**src/rtl/alu_pkg.sv**
```systemverilog
// Shared opcode values, sequencer FSM states and opcode classification
// for the ALU command sequencer.
package alu_pkg;

  localparam logic [3:0] OP_ADD = 4'd0;
  localparam logic [3:0] OP_SUB = 4'd1;
  localparam logic [3:0] OP_SHL = 4'd2;
  localparam logic [3:0] OP_SHR = 4'd3;
  localparam logic [3:0] OP_EQ  = 4'd4;
  localparam logic [3:0] OP_GT  = 4'd5;
  localparam logic [3:0] OP_LT  = 4'd6;

  typedef enum logic [1:0] {
    ST_IDLE = 2'd0,
    ST_EXEC = 2'd1,
    ST_HOLD = 2'd2
  } state_t;

  typedef enum logic [1:0] {
    CLS_ARITH   = 2'd0,
    CLS_CMP     = 2'd1,
    CLS_ILLEGAL = 2'd2
  } op_class_t;

  function automatic op_class_t op_class(input logic [3:0] op);
    op_class_t cls;
    case (op)
      OP_ADD, OP_SUB, OP_SHL, OP_SHR: cls = CLS_ARITH;
      OP_EQ, OP_GT, OP_LT:            cls = CLS_CMP;
      default:                        cls = CLS_ILLEGAL;
    endcase
    return cls;
  endfunction

endpackage

```
**src/rtl/alu_cmd_fifo.sv**
```systemverilog
// Small synchronous show-ahead FIFO holding packed ALU commands.
// Push is ignored when full and pop is ignored when empty.
module alu_cmd_fifo #(
  parameter int WIDTH = 8,
  parameter int DEPTH = 2
) (
  input  logic             clk,
  input  logic             rst,
  input  logic             push,
  input  logic             pop,
  input  logic [WIDTH-1:0] din,
  output logic [WIDTH-1:0] dout,
  output logic             full,
  output logic             empty
);

  localparam int AW = $clog2(DEPTH);
  localparam logic [AW:0] PTR_ONE = {{AW{1'b0}}, 1'b1};

  logic [WIDTH-1:0] mem [DEPTH];
  logic [AW:0]      wr_ptr_reg;
  logic [AW:0]      rd_ptr_reg;

  always_ff @(posedge clk) begin
    if (push && !full) begin
      mem[wr_ptr_reg[AW-1:0]] <= din;
    end
  end

  always_ff @(posedge clk or posedge rst) begin
    if (rst) begin
      wr_ptr_reg <= '0;
      rd_ptr_reg <= '0;
    end else begin
      if (push && !full) wr_ptr_reg <= wr_ptr_reg + PTR_ONE;
      if (pop && !empty) rd_ptr_reg <= rd_ptr_reg + PTR_ONE;
    end
  end

  // Extra pointer MSB distinguishes full from empty when the indices match.
  assign empty = (wr_ptr_reg == rd_ptr_reg);
  assign full  = (wr_ptr_reg[AW] != rd_ptr_reg[AW]) &&
                 (wr_ptr_reg[AW-1:0] == rd_ptr_reg[AW-1:0]);
  assign dout  = mem[rd_ptr_reg[AW-1:0]];

endmodule

```
**src/rtl/alu_cmd_sequencer.sv**
```systemverilog
// Feeds buffered commands to an external combinational ALU from registers, captures
// its result one cycle later, tracks a chaining accumulator and counts illegal ops.
module alu_cmd_sequencer
  import alu_pkg::*;
#(
  parameter int N_ALU      = 4,
  parameter int FIFO_DEPTH = 2,
  parameter int ERRCNT_W   = 8
) (
  input  logic                clk,
  input  logic                rst,
  input  logic                cmd_valid,
  output logic                cmd_ready,
  input  logic [3:0]          cmd_op,
  input  logic [N_ALU-1:0]    cmd_a,
  input  logic [N_ALU-1:0]    cmd_b,
  input  logic                cmd_chain,
  output logic [N_ALU-1:0]    alu_dia,
  output logic [N_ALU-1:0]    alu_dib,
  output logic [3:0]          alu_op,
  input  logic [N_ALU-1:0]    alu_dout,
  input  logic                alu_err,
  input  logic                alu_zero,
  input  logic                alu_of,
  output logic                res_valid,
  input  logic                res_ready,
  output logic [N_ALU-1:0]    res_data,
  output logic                res_err,
  output logic                res_zero,
  output logic                res_of,
  output logic [ERRCNT_W-1:0] err_cnt
);

  localparam int ENTRY_W = 4 + 2 * N_ALU + 1;
  localparam logic [ERRCNT_W-1:0] ERR_ONE = {{(ERRCNT_W-1){1'b0}}, 1'b1};

  logic               fifo_full;
  logic               fifo_empty;
  logic               fifo_pop;
  logic [ENTRY_W-1:0] fifo_din;
  logic [ENTRY_W-1:0] fifo_dout;

  logic [3:0]         ent_op;
  logic [N_ALU-1:0]   ent_a;
  logic [N_ALU-1:0]   ent_b;
  logic               ent_chain;

  state_t             state_reg;
  state_t             state_next;
  logic [N_ALU-1:0]   acc_reg;

  assign cmd_ready = !fifo_full;
  assign fifo_din  = {cmd_op, cmd_a, cmd_b, cmd_chain};
  assign {ent_op, ent_a, ent_b, ent_chain} = fifo_dout;

  alu_cmd_fifo #(
    .WIDTH (ENTRY_W),
    .DEPTH (FIFO_DEPTH)
  ) u_fifo (
    .clk   (clk),
    .rst   (rst),
    .push  (cmd_valid && cmd_ready),
    .pop   (fifo_pop),
    .din   (fifo_din),
    .dout  (fifo_dout),
    .full  (fifo_full),
    .empty (fifo_empty)
  );

  always_ff @(posedge clk or posedge rst) begin
    if (rst) state_reg <= ST_IDLE;
    else     state_reg <= state_next;
  end

  always_comb begin
    state_next = state_reg;
    fifo_pop   = 1'b0;
    case (state_reg)
      ST_IDLE: begin
        if (!fifo_empty) begin
          fifo_pop   = 1'b1;
          state_next = ST_EXEC;
        end
      end
      ST_EXEC: state_next = ST_HOLD;
      ST_HOLD: begin
        // Hand-off and next pop share a cycle, giving one result every two cycles.
        if (res_ready) begin
          if (!fifo_empty) begin
            fifo_pop   = 1'b1;
            state_next = ST_EXEC;
          end else begin
            state_next = ST_IDLE;
          end
        end
      end
      default: state_next = ST_IDLE;
    endcase
  end

  assign res_valid = (state_reg == ST_HOLD);

  always_ff @(posedge clk or posedge rst) begin
    if (rst) begin
      alu_dia  <= '0;
      alu_dib  <= '0;
      alu_op   <= '0;
      res_data <= '0;
      res_err  <= 1'b0;
      res_zero <= 1'b0;
      res_of   <= 1'b0;
      acc_reg  <= '0;
      err_cnt  <= '0;
    end else begin
      // Pop only happens after the previous capture, so acc_reg is already current.
      if (fifo_pop) begin
        alu_op  <= ent_op;
        alu_dia <= ent_chain ? acc_reg : ent_a;
        alu_dib <= ent_b;
      end
      if (state_reg == ST_EXEC) begin
        res_data <= '0;
        res_err  <= 1'b0;
        res_zero <= 1'b0;
        res_of   <= 1'b0;
        case (op_class(alu_op))
          CLS_ARITH: begin
            res_data <= alu_dout;
            acc_reg  <= alu_dout;
            res_of   <= ((alu_op == OP_ADD) || (alu_op == OP_SUB)) && alu_of;
          end
          CLS_CMP: res_zero <= alu_zero;
          default: begin
            res_data <= '1;
            res_err  <= 1'b1;
            if (err_cnt != '1) err_cnt <= err_cnt + ERR_ONE;
          end
        endcase
      end
    end
  end

  // The ALU's own illegal flag is redundant with the opcode decode above.
  logic unused_alu_err;
  assign unused_alu_err = alu_err;

endmodule
```
**config.mk**
```make
export PLATFORM = sky130hd
export DESIGN_NAME = alu_cmd_sequencer
export DESIGN_NICKNAME = d
export VERILOG_FILES = /design/src/rtl/alu_pkg.sv /design/src/rtl/alu_cmd_fifo.sv /design/src/rtl/alu_cmd_sequencer.sv
export SDC_FILE = /design/constraint.sdc
export NUM_CORES = 1
export LEC_CHECK = 0
export ABC_AREA = 1
export CORE_MARGIN = 2
export CORE_UTILIZATION = 45
export CTS_CLUSTER_SIZE = 40
export DETAILED_ROUTE_END_ITERATION = 8
export GPL_TIMING_DRIVEN = 0
export PLACE_DENSITY = 0.81
export SLEW_MARGIN = 30
export SYNTH_ARGS = -nofsm -noshare
export SYNTH_HDL_FRONTEND = slang
export SYNTH_SLANG_ARGS = --single-unit
export TNS_END_PERCENT = 100
```
**constraint.sdc**
```tcl
create_clock -name clk -period 2.1 [get_ports clk]
set_input_delay 0.21 -clock clk [delete_from_list [all_inputs] [get_ports clk]]
set_output_delay 0.21 -clock clk [all_outputs]
set_load 0.02 [all_outputs]
```
==> flow_summary.ini <==
[outcome]
status = finished, final reports clean

[critical_path]
cp-end-kind = primary output
critical_path.max_fanout = 8
start_kind = flip-flop
arrival_ns = 1.77
worst_r2r_path_depth = 5
path_class = flip-flop to primary output
slowest_stage = clkdlybuf4s50_1
cp_data_required_time_ns = 1.89
crit_chain = buf_6 -> xnor2_2 -> nand2_1 -> clkdlybuf4s50_1
max_stage_delay_ns = 0.62

[cts]
path_clk_slew_ns = 0.06
cts.repair.resized = 0
clk_latency_ns = 0.33
cts_tree = built
post-cts-setup-buffer-count = 0
cts_buffers = 9
root_buffer = clkbuf_8
h-tree-depth = 3
cts_sinks = 63
clock_path_buffers = 2
hold_buffers = 0

[placement]
gp_congestion = 0.7788
pre_cts_ws_ns = 0.2935
port-buffer-count = 51
hpwlAfterDp_um = 3883

[synthesis]
ys_seq_area_share_pct = 60.73
synth.distinct_cells = 27
avgSynthCellArea_um2 = 9.526
ys_async_sr_fraction_pct = 58.73
ys_ff_latch = 63
syn_area_mm2 = 0.002810
synth_cells = 295
synth_top_area_cell = dfrtp_1
synth_area_leaders = dfrtp_1 33%, edfxtp_1 28%, nand2_1 18%, nand3_1 4.6%, nand2_2 2.2%
synth_top_area_share_pct = 32.95
yosysWarnings = 0
synth-main-ff-cell = dfrtp_1
synth_fp_nets = 320
synth_edf_count = 26

[timing]
final_max_slew_viol_count = 0
rsz0062_at_grt = false
clock_skew_ns = 0.004780
min_period_ns = 1.980
max_freq_ghz = 0.5050
tightest_slew_ns = 0.7667
setup_slack_ns = 0.1199
finalHoldViolations = 0
setup_viol = 0
max_slew_margin_pct = 48.81
holdWs_ns = 0.3335
final.period_utilization_pct = 94.29

[cells_and_area]
areaGrowthSynthToFinish_pct = 28.01
drive_gt1_share_pct = 12.43
diodes = 0
finalNetCount = 382
fin_util_pct = 60.05
largest_register_ffs = 26

[routing]
final_antenna_net_count = 0
viasPerCell = 4.840
first_iter_violations = 66
avgRoutedWirePerCell_um = 12.30
drc = 0
routed_wl_um = 5374
vias = 2115
first_pass_iters = 4

[power]
power_mw = 5.668
p_leak_nw = 1.685
power_density_mw_per_mm2 = 1576
peakVddDrop_mv = 0.8049

[grt]
antenna_found_initial = 0
grt_pass1_vias = 2083
overflow = 0
gr-usage-all-layers_pct = 17.08
grt_pass1_wl_um = 9349
grt_max_degree = 38

[die]
coreArea_mm2 = 0.005991
ios = 53
core.rowCount = 28
die_area_mm2 = 0.006893
die_y_um = 83.03
die_w_um = 83.03
initial_core_util_pct = 46.91

[job]
drv_cap = 0

[hold_path]
hold_path.class = primary input to asynchronous set/reset pin
==> logic make-up after synthesis <==
kind of cell               Yosys count  synth area share, %
and+or+nand+nor                    188                29.47
DFF                                 63                60.73
AOI/OAI and AO/OA                    9                1.692
xor gates and xnor gates             8                2.761
buffers and inverters               26                4.897
adders and majority gates            1               0.4452
==> per-stage QoR <==
| stage | cell area, µm² | instances | TNS (ns) |
|---|---|---|---|
| floorplan | 2810 | 295 | 0 |
| global placement | 3415 | 421 | -0.1090 |
| detailed placement | 3417 | 421 | 0 |
| CTS | 3597 | 437 | 0 |
| global route | 3597 | 437 | 0 |
| finish | 3597 | 437 | 0 |
==> cell usage in the layout, fill, tap and decap left out <==
| cell | n |
|---|---|
| a21oi_1 | 1 |
| buf_2 | 1 |
| buf_4 | 1 |
| buf_6 | 3 |
| buf_8 | 1 |
| bufinv_16 | 1 |
| clkbuf_1 | 2 |
| clkbuf_8 | 9 |
| clkdlybuf4s50_1 | 51 |
| clkinv_1 | 1 |
| clkinv_2 | 4 |
| dfrtp_1 | 37 |
| edfxtp_1 | 26 |
| ha_1 | 1 |
| inv_1 | 14 |
| inv_2 | 5 |
| nand2_1 | 132 |
| nand2_2 | 10 |
| nand2_4 | 3 |
| nand3_1 | 26 |
| nand3_2 | 1 |
| nand3_4 | 1 |
| nand4_1 | 2 |
| nor2_1 | 9 |
| nor2_2 | 2 |
| nor2_4 | 2 |
| o211ai_1 | 1 |
| o21ai_0 | 4 |
| o21ai_1 | 3 |
| xnor2_1 | 2 |
| xnor2_2 | 1 |
| xor2_1 | 5 |
==> critical path: cells and delay by family (launching register included) <==
family,cells,cell delay [ns]
xor gates and xnor gates,1,0.15
and+or+nand+nor,1,0.14
DFF,1,0.38
buffers and inverters,2,0.76
==> area by class of cell <==
cell class	instances	area, µm²
clock inverters	5	48.80
inverters	20	76.32
well taps	75	93.84
plain buffers	6	61.31
repair buffers	51	510.5
multi-input cells	206	968.4
clock buffers	11	131.4
flip-flops and latches	63	1707
fillers	525	2394
==> worst paths after layout <==
check | slack, ns | endpoint | start
max reg2reg | 0.29 | u_fifo.mem[1][1]$_DFFE_PP_ | u_fifo.rd_ptr_reg[0]$_DFFE_PP0P_
max | 0.12 | cmd_ready | u_fifo.rd_ptr_reg[0]$_DFFE_PP0P_
min reg2reg | 0.47 | state_reg[1]$_DFFE_PP0P_ | state_reg[1]$_DFFE_PP0P_
min in group clk | 0.45 | u_fifo.mem[0][7]$_DFFE_PP_ | cmd_a[2]
min | 0.33 | err_cnt[4]$_DFFE_PP0P_ | rst
max in group asynchronous | 1.27 | err_cnt[0]$_DFFE_PP0P_ | rst
==> where the power goes <==
part           switching (mW)  total (mW)  internal (mW)
registers               0.307        2.09           1.78
logic                    1.54        2.61           1.07
clock network           0.435       0.973          0.538
total                    2.28        5.67           3.39
==> cell usage after synthesis, types with 2 or more instances <==
cell,instances
xnor2_1,2
buf_6,3
nor2_4,2
o21ai_1,3
nand3_1,26
nand2_2,10
edfxtp_1,26
nand4_1,2
xor2_1,5
nand2_1,132
o21ai_0,4
nand2_4,3
inv_1,15
dfrtp_1,37
inv_2,4
nor2_1,10
==> metal layers <==
| layer | share of wire (%) | wire length [µm] | up-vias | global-route usage, % |
|---|---|---|---|---|
| met2 | 49 | 2615 | 58 | 27.27 |
| li1 | - | - | 1065 | - |
| met3 | 4.7 | 253 | 10 | 4.672 |
| met1 | 45 | 2416 | 982 | 21.87 |
| met4 | 1.6 | 88 | 0 | 7.452 |
| met5 | 0 | 0 | - | 0 |
Power figures use the tool's default switching activity.
